$ cat config.mk
export PLATFORM = sky130hd
export DESIGN_NAME = apb_controller_fsm
export DESIGN_NICKNAME = d
export VERILOG_FILES = /design/src/rtl/apb_controller_fsm.sv
export SDC_FILE = /design/constraint.sdc
export NUM_CORES = 1
export LEC_CHECK = 0
export BUFFER_PORTS_ARGS = -buffer_cell sky130_fd_sc_hd__buf_2
export CORE_MARGIN = 2
export CORE_UTILIZATION = 40
export CTS_CLUSTER_SIZE = 25
export DETAILED_ROUTE_END_ITERATION = 6
export MAX_ROUTING_LAYER = met4
export PLACE_DENSITY = 0.72
export SKIP_CTS_REPAIR_TIMING = 1
export SLEW_MARGIN = 25
export SYNTH_ARGS = -nofsm -noshare
export SYNTH_HDL_FRONTEND = slang
export SYNTH_SLANG_ARGS = --single-unit
$ cat constraint.sdc
create_clock -name HCLK -period 4.26 [get_ports HCLK]
set_input_delay 0.426 -clock HCLK [delete_from_list [all_inputs] [get_ports HCLK]]
set_output_delay 0.426 -clock HCLK [all_outputs]
set_load 0.02 [all_outputs]
$ cat src/rtl/apb_controller_fsm.sv
// rtl/apb_controller_fsm.sv - AHB-to-APB bridge controller: one transfer at a time, APB SETUP/ACCESS, wait states, error response
module apb_controller_fsm #(
  parameter int ADDR_W  = 32,
  parameter int DATA_W  = 32,
  parameter int TIMEOUT = 16
) (
  input  logic              HCLK,
  input  logic              HRESET,
  input  logic              VALID,
  input  logic [ADDR_W-1:0] HADDR,
  input  logic              HWRITE,
  input  logic [DATA_W-1:0] HWDATA,
  input  logic [3:0]        HSEL,
  input  logic [DATA_W-1:0] PRDATA,
  input  logic              PREADY,
  input  logic              PSLVERR,
  output logic [3:0]        PSEL,
  output logic              PENABLE,
  output logic              PWRITE,
  output logic [ADDR_W-1:0] PADDR,
  output logic [DATA_W-1:0] PWDATA,
  output logic              HREADYOUT,
  output logic [1:0]        HRESP,
  output logic [DATA_W-1:0] HRDATA
);

  localparam int CNT_W = $clog2(TIMEOUT + 1);

  localparam logic [1:0] RESP_OKAY  = 2'b00;
  localparam logic [1:0] RESP_ERROR = 2'b01;

  typedef enum logic [2:0] {
    ST_IDLE,
    ST_CAPT,
    ST_SETUP,
    ST_ACCESS,
    ST_ERR1,
    ST_ERR2
  } state_t;

  state_t           state;
  state_t           next_state;
  logic [CNT_W-1:0] wait_cnt;
  logic             timeout_hit;

  // next-cycle values of the control outputs, registered below so every output is a flop
  logic [3:0]       psel_d;
  logic             penable_d;
  logic             hreadyout_d;
  logic [1:0]       hresp_d;

  // last stalled ACCESS cycle allowed before the transfer is aborted
  assign timeout_hit = (state == ST_ACCESS) && !PREADY &&
                       (wait_cnt == CNT_W'(TIMEOUT - 1));

  // state register; reset abandons any transfer in flight without a response
  always_ff @(posedge HCLK) begin
    if (HRESET) begin
      state <= ST_IDLE;
    end else begin
      state <= next_state;
    end
  end

  // next-state decode; VALID is only looked at in IDLE so one transfer is outstanding at most
  always_comb begin
    next_state = state;
    case (state)
      ST_IDLE:   if (VALID) next_state = ST_CAPT;
      ST_CAPT:   next_state = (HSEL == 4'b0000) ? ST_ERR1 : ST_SETUP;
      ST_SETUP:  next_state = ST_ACCESS;
      ST_ACCESS: begin
        if (PREADY) begin
          next_state = PSLVERR ? ST_ERR1 : ST_IDLE;
        end else if (timeout_hit) begin
          next_state = ST_ERR1;
        end
      end
      ST_ERR1:   next_state = ST_ERR2;
      ST_ERR2:   next_state = ST_IDLE;
      default:   next_state = ST_IDLE;
    endcase
  end

  // control outputs as a function of the state being entered
  always_comb begin
    psel_d      = 4'b0000;
    penable_d   = 1'b0;
    hreadyout_d = 1'b1;
    hresp_d     = RESP_OKAY;
    case (next_state)
      ST_IDLE: begin
        hreadyout_d = 1'b1;
      end
      ST_CAPT: begin
        hreadyout_d = 1'b0;
      end
      ST_SETUP: begin
        // SETUP is only entered from CAPT, where HSEL is the registered select for this transfer
        psel_d      = HSEL;
        hreadyout_d = 1'b0;
      end
      ST_ACCESS: begin
        psel_d      = PSEL;
        penable_d   = 1'b1;
        hreadyout_d = 1'b0;
      end
      ST_ERR1: begin
        hreadyout_d = 1'b0;
        hresp_d     = RESP_ERROR;
      end
      ST_ERR2: begin
        hreadyout_d = 1'b1;
        hresp_d     = RESP_ERROR;
      end
      default: begin
        hreadyout_d = 1'b1;
      end
    endcase
  end

  // control output registers
  always_ff @(posedge HCLK) begin
    if (HRESET) begin
      PSEL      <= 4'b0000;
      PENABLE   <= 1'b0;
      HREADYOUT <= 1'b1;
      HRESP     <= RESP_OKAY;
    end else begin
      PSEL      <= psel_d;
      PENABLE   <= penable_d;
      HREADYOUT <= hreadyout_d;
      HRESP     <= hresp_d;
    end
  end

  // address/data capture, read data return and the ACCESS stall counter
  always_ff @(posedge HCLK) begin
    if (HRESET) begin
      PADDR    <= '0;
      PWRITE   <= 1'b0;
      PWDATA   <= '0;
      HRDATA   <= '0;
      wait_cnt <= '0;
    end else begin
      if (state == ST_IDLE && VALID) begin
        PADDR  <= HADDR;
        PWRITE <= HWRITE;
      end
      // write data arrives in the AHB data phase, one cycle behind the address
      if (state == ST_CAPT && PWRITE) begin
        PWDATA <= HWDATA;
      end
      if (state == ST_ACCESS && PREADY && !PSLVERR && !PWRITE) begin
        HRDATA <= PRDATA;
      end
      if (state == ST_ACCESS && next_state == ST_ACCESS && !PREADY) begin
        wait_cnt <= wait_cnt + 1'b1;
      end else begin
        wait_cnt <= '0;
      end
    end
  end

endmodule

==> reports/qor.yml <==
timing:
  relSlewSlack: 0.574
  fmax_ghz: 0.459
  finalCritPeriodShare: 0.512
  fin_crit_ns: 2.18
  rsz0062_at_grt: "false"
  clock_skew_ns: 0.00899
  worstMarginPinSlew_ns: 0.638
  hold_viol: 0
  finalSetupTns_ns: 0
  maxSlewViolCount: 0
  finalSetupViolCount: 0
synthesis:
  ys_types: 29
  synth.net_count: 600
  ys.warnings.count: 0
  syn_avg_cell_area_um2: 8.08
  syn-cell-area_um2: 3980
  synth_seq_area_share: 0.564
  syn_inst: 492
  ys_seq_elements: 112
floorplan:
  core_area_um2: 9730
  die_w_um: 104
  io_pins: 211
  die_h_um: 104
  die_area_um2: 10800
  start_util: 0.409
  rows: 36
critical_path:
  cp-end-kind: "flop"
  cp_data_required_time_ns: 4.52
  cp_max_fo: 6
  critPathKind: "flop to flop"
  start_kind: "flop"
  arrival_ns: 2.44
  rr_startpoint: "wait_cnt[0]"
  cp-startpoint: "wait_cnt[0]"
finish:
  layout_common_cells: "208 x buf_2, 197 x nand2_1, 112 x dfxtp_1, 99 x a21oi_1, 13 x nor2_1"
  fin_nets: 788
  fill_cells: 967
  fin_util: 0.546
  ff_latch_area_um2: 2240
  drive_gt1_frac: 0.345
  final_common_cell: "buf_2"
  antenna_cells: 0
  area_growth_pct: 33.5
  multi_input_comb_area_um2: 1580
cts:
  cts-root-buf: "clkbuf_8"
  clkTransAtPathRegs_ns: 0.10
  cts_buffers: 9
  clockBufferDepth: 2
  cts_tree: "built"
  clk_latency_ns: 0.36
  cts.sinks: 112
  h-tree-depth: 3
routing:
  drc: 0
  ant_nets: 0
  drt_iter0_drc: 210
  routed_wl_mm: 10.5
  wl_per_cell_um: 12.9
  vias: 3935
  drtPass1Iterations: 4
  routed_via_density: 4.81
grt:
  grt_pass1_wl_mm: 17.1
  overflow: 0
  antenna_found_initial: 0
  grt_pass1_vias: 3805
  track_usage: 0.197
  grt_max_degree: 102
flow_run:
  maxCapViolCount: 0
power_and_ir_drop:
  peakVddDrop_mv: 0.148
  p_per_area_nw_per_um2: 381
  leakage_nw: 2.42
hold_path:
  holdCritStartpoint: "HADDR[27]"
  hold_class: "input port to flop"
placed_design:
  place_hpwl_mm: 7.45
  place.gp.congestion: 0.830
  numPortBuffers: 209
run_status:
  status: "complete, no violations"
area by class of cell:
class                   instances  share of cell area
clock buffers                  12              0.0311
clock inverters                 4             0.00966
inverters                       4             0.00283
multi-input cells             341               0.298
flip-flops and latches        112               0.422
well taps                     133              0.0313
repair buffers                212               0.205
metrics by stage:
stage               std cells  hold slack [ns]  area [um2]  setup slack, ns  power, mW
finish                    818            0.286        5310             2.08       2.03
detailed placement        801            0.438        5070             2.10       1.39
CTS                       817            0.265        5280             2.09       2.05
floorplan                 492            0.418        3980             2.26       1.28
global placement          801            0.431        5050             2.07       1.38
global route              818            0.280        5310             1.97       2.12
metal layers:
metal  wire length [um]  vias to the layer above  global-route usage
met1               4410                     1811               0.216
li1                   -                     1961                   -
met2               5230                      143               0.351
met4                252                        0              0.0772
met3                618                       20              0.0384
met5                  0                        -                   -
registers in the layout, indices dropped and copies added, names as in the netlist:
| signal | count |
|---|---|
| HREADYOUT | 1 |
| HRDATA | 32 |
| PWRITE | 1 |
| PSEL | 4 |
| wait_cnt | 5 |
| PENABLE | 1 |
| PWDATA | 32 |
| state | 3 |
| HRESP | 1 |
| PADDR | 32 |
power breakdown:
group | total, mW | switching, mW | internal (mW)
sequential | 1.11 | 0.0262 | 1.08
combinational | 0.256 | 0.155 | 0.101
clock | 0.660 | 0.339 | 0.320
logic make-up after synthesis:
kind of cell	count (synthesis)	synth area share
xor+xnor	2	0.00440
flops	112	0.564
other cells	1	0.000943
fa+ha+maj	2	0.00629
mux	6	0.0151
compound gates	103	0.137
simple gates	227	0.231
buf+inv	39	0.0421
worst paths after layout:
path	endpoint	slack, ns	cells after the start
max	PSEL[1]	2.08	7
min	PADDR[27]	0.29	3
max reg2reg	PSEL[1]	2.08	7
min reg2reg	wait_cnt[0]	0.45	1
worst max-delay path: stages (launching register included):
cell,delay (ns)
dfxtp_1,0.33
ha_1,0.21
and3_1,0.19
ha_1,0.21
or3b_4,0.39
a221oi_4,0.43
mux2i_1,0.26
nor2_1,0.05
Yosys cell counts (all sizes together):
cell       n  area [um2]
nor3       1        5.00
buf       13        70.1
o2111ai    1        8.76
or3        1        6.26
nand4      1        6.26
xor2       1        8.76
nor2      13        48.8
mux2i      6        60.1
nand3b     1        7.51
a21oi     99         495
nand2    197         739
o21ai      1        5.00
nand3      3        15.0
o2bb2ai    1        8.76
inv        4        15.0
nand2b     1        6.26
clkbuf    22        82.6
dfxtp    112        2240
ha         2        25.0
nor2b      2        12.5
a221oi     1        26.3
conb       1        3.75
or3b       1        11.3
xnor2      1        8.76
and3b      1        10.0
nor4       1        6.26
and3       3        18.8
nor4b      1        23.8
(Power assumes the default switching activity.)
